$ cat config.mk
export PLATFORM = sky130hd
export DESIGN_NAME = mcpu_program_loader
export DESIGN_NICKNAME = d
export VERILOG_FILES = /design/src/rtl/mcpu_program_loader.sv
export SDC_FILE = /design/constraint.sdc
export NUM_CORES = 1
export LEC_CHECK = 0
export ABC_AREA = 1
export CAP_MARGIN = 10
export CORE_MARGIN = 4
export CORE_UTILIZATION = 65
export CTS_BUF_LIST = sky130_fd_sc_hd__clkbuf_2
export CTS_CLUSTER_DIAMETER = 100
export CTS_CLUSTER_SIZE = 30
export DETAILED_ROUTE_END_ITERATION = 8
export DONT_BUFFER_PORTS = 1
export PLACE_DENSITY = 0.81
export SYNTH_ARGS = -nofsm -noshare
export SYNTH_HDL_FRONTEND = slang
export SYNTH_SLANG_ARGS = --single-unit
$ cat constraint.sdc
create_clock -name clk -period 1.8 [get_ports clk]
set_input_delay 0.36 -clock clk [delete_from_list [all_inputs] [get_ports clk]]
set_output_delay 0.36 -clock clk [all_outputs]
set_load 0.005 [all_outputs]
$ cat src/rtl/mcpu_program_loader.sv
// rtl/mcpu_program_loader.sv - zero-fills MCPU instruction RAM, then loads a streamed image into it
// Optional trailer checksum word after the s_last word: define MCPU_LOADER_CHECKSUM_EN.
module mcpu_program_loader #(
  parameter int WORD_SIZE  = 16,
  parameter int ADDR_WIDTH = 8,
  parameter int RAM_SIZE   = 256
) (
  input  logic                  clk,
  input  logic                  reset,
  input  logic                  start,
  input  logic                  s_valid,
  output logic                  s_ready,
  input  logic [WORD_SIZE-1:0]  s_data,
  input  logic                  s_last,
  output logic                  mem_we,
  output logic [ADDR_WIDTH-1:0] mem_addr,
  output logic [WORD_SIZE-1:0]  mem_wdata,
  output logic                  cpu_reset,
  output logic                  busy,
  output logic                  done,
  output logic                  error,
  output logic [ADDR_WIDTH:0]   word_count
);
  localparam logic [ADDR_WIDTH-1:0] LP_LAST_ADDR = ADDR_WIDTH'(RAM_SIZE - 1);
  localparam logic [ADDR_WIDTH-1:0] LP_ADDR_ONE  = ADDR_WIDTH'(1);
  localparam logic [ADDR_WIDTH:0]   LP_FULL      = (ADDR_WIDTH+1)'(RAM_SIZE);
  localparam logic [ADDR_WIDTH:0]   LP_CNT_ONE   = (ADDR_WIDTH+1)'(1);

  // S_LAST is the cycle in which the final program word's write is on the bus.
  typedef enum logic [2:0] {
    S_IDLE, S_CLEAR, S_LOAD, S_LAST, S_CHECK, S_RUN, S_ERR
  } state_t;

  state_t                r_state, w_state_nxt;
  logic                  r_s_ready, w_s_ready_nxt;
  logic                  r_mem_we, w_mem_we_nxt;
  logic [ADDR_WIDTH-1:0] r_mem_addr, w_mem_addr_nxt;
  logic [WORD_SIZE-1:0]  r_mem_wdata, w_mem_wdata_nxt;
  logic                  r_cpu_reset, w_cpu_reset_nxt;
  logic                  r_busy, w_busy_nxt;
  logic                  r_done, w_done_nxt;
  logic                  r_error, w_error_nxt;
  logic [ADDR_WIDTH:0]   r_word_count, w_word_count_nxt;
  logic                  w_xfer;
`ifdef MCPU_LOADER_CHECKSUM_EN
  logic [WORD_SIZE-1:0]  r_sum, w_sum_nxt;
`endif

  assign w_xfer = s_valid && r_s_ready;

  always_comb begin
    w_state_nxt      = r_state;
    w_s_ready_nxt    = r_s_ready;
    w_mem_we_nxt     = 1'b0;
    w_mem_addr_nxt   = r_mem_addr;
    w_mem_wdata_nxt  = r_mem_wdata;
    w_cpu_reset_nxt  = r_cpu_reset;
    w_busy_nxt       = r_busy;
    w_done_nxt       = r_done;
    w_error_nxt      = r_error;
    w_word_count_nxt = r_word_count;
`ifdef MCPU_LOADER_CHECKSUM_EN
    w_sum_nxt        = r_sum;
`endif
    case (r_state)
      S_IDLE, S_RUN, S_ERR: begin
        if (start) begin
          w_state_nxt      = S_CLEAR;
          w_s_ready_nxt    = 1'b0;
          w_mem_we_nxt     = 1'b1;
          w_mem_addr_nxt   = '0;
          w_mem_wdata_nxt  = '0;
          w_cpu_reset_nxt  = 1'b1;
          w_busy_nxt       = 1'b1;
          w_done_nxt       = 1'b0;
          w_error_nxt      = 1'b0;
          w_word_count_nxt = '0;
`ifdef MCPU_LOADER_CHECKSUM_EN
          w_sum_nxt        = '0;
`endif
        end
      end
      S_CLEAR: begin
        w_mem_wdata_nxt = '0;
        if (r_mem_addr == LP_LAST_ADDR) begin
          w_state_nxt      = S_LOAD;
          w_s_ready_nxt    = 1'b1;
          w_word_count_nxt = '0;
        end else begin
          w_mem_we_nxt   = 1'b1;
          w_mem_addr_nxt = r_mem_addr + LP_ADDR_ONE;
        end
      end
      S_LOAD: begin
        if (w_xfer) begin
          if (r_word_count == LP_FULL) begin
            // A 257th program word: drop it and stop accepting.
            w_state_nxt   = S_ERR;
            w_s_ready_nxt = 1'b0;
            w_busy_nxt    = 1'b0;
            w_error_nxt   = 1'b1;
          end else begin
            w_mem_we_nxt     = 1'b1;
            w_mem_addr_nxt   = r_word_count[ADDR_WIDTH-1:0];
            w_mem_wdata_nxt  = s_data;
            w_word_count_nxt = r_word_count + LP_CNT_ONE;
`ifdef MCPU_LOADER_CHECKSUM_EN
            w_sum_nxt        = r_sum + s_data;
            if (s_last) begin
              w_state_nxt = S_CHECK;
            end
`else
            if (s_last) begin
              w_state_nxt   = S_LAST;
              w_s_ready_nxt = 1'b0;
            end
`endif
          end
        end
      end
      S_LAST: begin
        w_state_nxt     = S_RUN;
        w_cpu_reset_nxt = 1'b0;
        w_busy_nxt      = 1'b0;
        w_done_nxt      = 1'b1;
      end
`ifdef MCPU_LOADER_CHECKSUM_EN
      S_CHECK: begin
        if (w_xfer) begin
          w_s_ready_nxt = 1'b0;
          w_busy_nxt    = 1'b0;
          if (s_data == r_sum) begin
            w_state_nxt     = S_RUN;
            w_cpu_reset_nxt = 1'b0;
            w_done_nxt      = 1'b1;
          end else begin
            w_state_nxt = S_ERR;
            w_error_nxt = 1'b1;
          end
        end
      end
`endif
      default: begin
        w_state_nxt = S_IDLE;
      end
    endcase
  end

  always_ff @(posedge clk) begin
    if (!reset) begin
      r_state      <= S_IDLE;
      r_s_ready    <= 1'b0;
      r_mem_we     <= 1'b0;
      r_mem_addr   <= '0;
      r_mem_wdata  <= '0;
      r_cpu_reset  <= 1'b1;
      r_busy       <= 1'b0;
      r_done       <= 1'b0;
      r_error      <= 1'b0;
      r_word_count <= '0;
`ifdef MCPU_LOADER_CHECKSUM_EN
      r_sum        <= '0;
`endif
    end else begin
      r_state      <= w_state_nxt;
      r_s_ready    <= w_s_ready_nxt;
      r_mem_we     <= w_mem_we_nxt;
      r_mem_addr   <= w_mem_addr_nxt;
      r_mem_wdata  <= w_mem_wdata_nxt;
      r_cpu_reset  <= w_cpu_reset_nxt;
      r_busy       <= w_busy_nxt;
      r_done       <= w_done_nxt;
      r_error      <= w_error_nxt;
      r_word_count <= w_word_count_nxt;
`ifdef MCPU_LOADER_CHECKSUM_EN
      r_sum        <= w_sum_nxt;
`endif
    end
  end

  assign s_ready    = r_s_ready;
  assign mem_we     = r_mem_we;
  assign mem_addr   = r_mem_addr;
  assign mem_wdata  = r_mem_wdata;
  assign cpu_reset  = r_cpu_reset;
  assign busy       = r_busy;
  assign done       = r_done;
  assign error      = r_error;
  assign word_count = r_word_count;

endmodule

==> results_dict.tcl <==
set metrics [dict create \
    worst-r2r-cell-count 8 \
    holdPathStages 1 \
    ir_worst_vdd_uv 932.7 \
    ys_ff_latch 42 \
    final_nets 347 \
    power.internal_uw 1843 \
    p_clk_share_pct 16.3 \
    final_antenna_net_count 0 \
    setup_viol 0 \
    num_vias 2171 \
    rows 20 \
    grt_usage_pct 26.12 \
    hold_viol_final 0 \
    place.detailed.instances 360 \
    slew_violations 0 \
    min_path_type "input port to flop" \
    powerDensity_mw_per_mm2 1357 \
    synth_top_cell_by_area "dfxtp_1" \
    drc 0 \
    p_switching_uw 1444 \
    ys_top_cells_by_area "dfxtp_1 39%, nand2_1 12%, nand3_1 9.1%" \
    drv_cap 0 \
    avgSynthCellArea_um2 6.886 \
    whs_endpoint "cpu_reset$_SDFFE_PN1P_" \
    area_growth_pct 13.48 \
    grt_pass1_wl_mm 8.859 \
    die_x_um 65.31 \
    leakage_uw 0.0009542 \
    reg2reg_to "word_count[0]$_SDFFE_PN0P_" \
    p_sw_share_pct 43.93 \
    syn_nets 334 \
    grt_pass1_vias 1931 \
    netlist_area_mm2 0.002135 \
    layoutNonFillerInstCount 368 \
    crit_path_max_fanout 10 \
    start_util_pct 68.79 \
    required_ps 2090 \
    synth_commonest_cells "67 x nand2_1, 42 x dfxtp_1, 39 x nand3_1, 34 x a21oi_1, 25 x nor2_1" \
    place_hpwl_mm 3.897 \
    wl_per_cell_um 14.82 \
    overflow 0 \
    post-route-period-util_pct 96.09 \
    cts_made_buffers 5 \
    grt_max_degree 19 \
    worstSetupPathType "flop to flop" \
    gp_congestion 0.8931 \
    tns_ps 0 \
    stdcell_area_mm2 0.002422 \
    clk_latency_ps 390 \
    cts-root-buf "clkbuf_2" \
    drt_wl_total_mm 5.454 \
    ys_warn_count 0 \
    clk_pin_slew_ps 210 \
    drive_gt1_share_pct 17.28 \
    synth-edff-count 0 \
    die_h_um 65.31 \
    slew-limit-headroom_pct 68.53 \
    pwr-share-comb_pct 46.7 \
    clock_path_buffers 2 \
    ios 60 \
    outcome "finished clean" \
    min_period_ps 1730 \
    tritoncts "yes" \
    htreeDepth 2 \
    pwr-share-seq_pct 36.9 \
    portBuffers 0 \
    place_area_mm2 0.002281 \
    hold_start "reset" \
    antenna_found_initial 0 \
    drt-initial-drc-count 217 \
    synthFlopType "dfxtp_1" \
    synth_top_area_share_pct 39.39 \
    core_mm2 0.003103 \
    end_kind "flop" \
    netlist_instances 310 \
    crit_arrival_ps 2010 \
    fmax_mhz 578.1 \
    diodes 0 \
    clock_skew_ps 23.46 \
    viasPerCell 5.899 \
    ys_seq_area_share_pct 39.39 \
    r2r_slack_ps 70 \
    dieArea_mm2 0.004265 \
    ys_types 32 \
    worst_slew_pin_slew_ps 471.5 \
    yosysMostFrequentCell "nand2_1" \
    crit-reg2reg-launch "mem_addr[0]$_SDFFE_PN0P_" \
    cp-start-kind "flop" \
    clock-sinks 42 \
    drt_first_pass_iters 5 \
    synth_async_sr_flop_share_pct 0 \
]
-- area by class of cell --
cell class,count,area (µm²)
Multi-Input combinational cell,226,1172
Sequential cell,42,849.6
Fill cell,264,680.7
Timing Repair Buffer,21,173.9
Inverter,27,106.4
Tap cell,44,55.05
Clock buffer,7,35.03
Clock inverter,1,30.03
-- worst max path at each step --
stage                            endpoint                     start  depth (start not counted)  slack, ps
5_1_grt        mem_wdata[11]$_SDFFE_PN0P_   r_state[1]$_SDFFE_PN0P_                          8        -20
6_report       word_count[0]$_SDFFE_PN0P_  mem_addr[0]$_SDFFE_PN0P_                          8         70
3_5_place_dp   mem_wdata[11]$_SDFFE_PN0P_   r_state[1]$_SDFFE_PN0P_                          9         40
2_1_floorplan  word_count[0]$_SDFFE_PN0P_  mem_addr[0]$_SDFFE_PN0P_                          8        170
4_1_cts        word_count[0]$_SDFFE_PN0P_  mem_addr[0]$_SDFFE_PN0P_                          8         20
3_3_place_gp   word_count[0]$_SDFFE_PN0P_   r_state[1]$_SDFFE_PN0P_                          8        120
-- power by group through the flow --
stage / clock [µW] / combinational, µW / sequential, µW
after floorplan: 0 / 1090 / 1190
after detailed placement: 0 / 1400 / 1220
after global placement: 0 / 1370 / 1210
final: 537 / 1540 / 1210
after CTS: 544 / 1400 / 1200
after global routing: 577 / 1730 / 1240
-- registers in the layout (all words and copies together) (netlist names) --
register / cells
mem_wdata: 16
word_count: 9
mem_addr: 8
r_state: 3
busy: 1
cpu_reset: 1
done: 1
error: 1
mem_we: 1
s_ready: 1
-- per-stage QoR --
stage | total power (µW) | utilization (%) | setup slack, ps | hold slack, ps
after floorplan | 2281 | - | 167.5 | 457.5
after global placement | 2579 | 73.51 | 117.7 | 446.9
after detailed placement | 2615 | 73.51 | 37.76 | 459.0
after CTS | 3140 | 75.60 | 15.71 | 39.63
after global routing | 3543 | 78.06 | -20.95 | 33.74
final | 3287 | 78.06 | 70.33 | 43.32
-- worst max-delay path, cell delays in order (launching register included) --
cell and delay (ps):
dfxtp_1 400, ha_1 180, nand2_1 90, nor2_1 190
nand2_1 150, a21oi_4 210, nand4_4 190, o21ai_1 170
nor2_1 60
-- cell families after synthesis --
logic type | synth area share (%)
and+or+nand+nor | 32.53
xor gates and xnor gates | 0.4104
DFF | 39.39
buffers and inverters | 8.441
AOI/OAI and AO/OA | 17.47
adders and majority gates | 1.759
-- cells in the final DEF, fill, tap and decap left out, types with 7 or more instances in the layout --
cell type,count
a21oi_1,34
o21ai_1,21
o21ai_0,9
nor2_1,22
inv_1,21
buf_4,19
dfxtp_1,39
clkbuf_2,7
nand3_1,37
nand2_1,65
-- what timing repair did --
action	in CTS	in global routing
setup buffers	0	0
setup endpoints to repair	0	33
hold buffers	0	0
gates resized for setup	0	22
-- per-layer routing --
layer / track usage (%) / part of all wire, % / up-vias
met1: 35.05 / 41 / 966
met4: 5.440 / 1.4 / 0
met2: 41.47 / 47 / 120
met5: 0 / 0 / -
li1: - / - / 1068
met3: 8.034 / 10 / 17
(Power assumes the default switching activity.)
==> variant: new RTL, same settings <==
Build with the macro `MCPU_LOADER_CHECKSUM_EN` defined.
--- a/src/rtl/mcpu_program_loader.sv
+++ b/src/rtl/mcpu_program_loader.sv
@@ -1,5 +1,7 @@
 // rtl/mcpu_program_loader.sv - zero-fills MCPU instruction RAM, then loads a streamed image into it
 // Optional trailer checksum word after the s_last word: define MCPU_LOADER_CHECKSUM_EN.
+`define MCPU_LOADER_CHECKSUM_EN
+
 module mcpu_program_loader #(
   parameter int WORD_SIZE  = 16,
   parameter int ADDR_WIDTH = 8,
Formal check against the unedited RTL: no difference found for any inputs over 10 cycles, from zero or initial values and one cycle with reset low; that may be too few to reach the edited logic, so the function may still have changed.
==> variant against the unedited design <==
The flow now finishes with violations (negative hold slack, negative setup slack); critical path depth grew 2; wire length grew 120%; global-route usage increased by 2.8 points; sequential cell count increased by 16; power up 86%; area after synthesis grew 87%; worst setup slack got worse by 76 ps; cell count rose by 100%; design area is 98% higher; critical path type unchanged.
==> variant: results (changes against the unedited design) <==
wl_met1_um: 4960  # +120%
avgRoutedWirePerCell_um: 16.1  # +8.4%
hold_viol: 16  # +16
num_vias: 4327  # +99%
violations: "negative hold slack, negative setup slack"
gp_congestion: 0.917  # +2.6%
drive_gt1_share_pct: 20.7  # +3.4 points
path_clk_slew_ps: 190  # -20 ps
whs_ps: -41.4  # -84.7 ps
arrival_ps: 2190  # +180 ps
setup_violations: 2  # +2
numCtsBuffers: 9  # +4
fillCellCount: 416  # +58%
firstDrtPassIters: 8  # +3
ys_types: 36  # +13%
grt_util_all_layers_pct: 29.0  # +2.8 points
insertion_delay_ps: 490  # +100 ps
grt_pass1_vias: 3746  # +94%
grt_pass1_wl_um: 17400  # +96%
cp_max_fo: 7  # -3
irDropWorstVdd_mv: 1.14  # +22%
drtIter0Drc: 495  # +130%
grt_max_degree: 32  # +13
h-tree-depth: 3  # +1
preCtsSetupSlack_ps: -51.4  # -89.1 ps
outcome: "complete, but fails checks"
synth_area_leaders: "dfxtp_1 (29%), nand2_1 (15%), nand3_1 (7.4%)"
cts_hold_buf: 12  # +12
timing.final.ws_setup_ps: -5.21  # -75.5 ps
syn_nets: 656  # +96%
route.met3.wl_um: 1300  # +130%
skew_ps: 26.8  # +3.34 ps
## variant: changes by cell type in the layout (fill, tap and decap cells not counted), sizes merged, moves of 7 or more
cell,unedited run,this run
dlygate4sd3,0,12
nand2,69,172
nor2,26,77
nor3,1,8
a21oi,35,55
nand3,43,71
dfxtp,42,58
ha,3,18
inv,27,78
buf,21,39
## variant: power by group
group	internal, mW	switching (mW)
registers	1.51	0.217
clock network	0.444	0.525
logic	1.35	2.06
## variant: kinds of logic after synthesis
family	synth area share, %
flops	29.1
buf+inv	10.1
simple gates	40.6
xor+xnor	1.10
fa+ha+maj	6.65
compound gates	12.5
## variant: final timing paths
check / startpoint / end / depth (start not counted)
worst max-delay path: word_count[1] / word_count[3] / 10
worst min-delay path: reset / mem_addr[6] / 2
worst max register to register: word_count[1] / word_count[3] / 10
worst min register to register: r_sum[9] / r_sum[9] / 2
## variant: per-stage QoR
stage          util, %  power (mW)  instances  TNS, ps  instance area, µm²
2_1_floorplan        -        3.76        615        0                3990
4_1_cts           75.2        5.39        730        0                4480
6_report          80.4        6.11        741    -6.77                4790
3_5_place_dp      70.5        4.33        700     -231                4200
3_3_place_gp      70.5        4.26        700     -149                4200
5_1_grt           80.4        6.49        741     -968                4790
## variant: worst register-to-register path, cell delays in order (launching register included)
cell and delay (ps):
dfxtp_2 370, inv_2 70, ha_4 140, nand2_4 50, nor3_4 240, nand4_1 210
nand2_4 240, nor2_8 110, buf_12 150, nand3_1 60, a21oi_1 70
## variant: what timing repair did
action,in CTS,in global routing
hold endpoints to repair,29,16
endpoints found under the setup margin,22,58
pin swaps,2,16
cloned,0,2
setup buffers,2,9
resized for setup,1,52
## variant: cell type report
| cell class | instances | area, µm² | share of cell area [%] |
|---|---|---|---|
| Multi-Input combinational cell | 462 | 2580 | 53.9 |
| Sequential cell | 58 | 1170 | 24.5 |
| Timing Repair Buffer | 52 | 519 | 10.8 |
| Inverter | 78 | 295 | 6.17 |
| Tap cell | 75 | 93.8 | 1.96 |
| Clock inverter | 7 | 83.8 | 1.75 |
| Clock buffer | 9 | 45.0 | 0.941 |
## variant: routing by layer
layer  global-route usage [%]  vias up
li1                         -     2078
met4                     7.51        0
met1                     40.8     1959
met2                     44.3      256
met3                     7.13       34
met5                        0        -
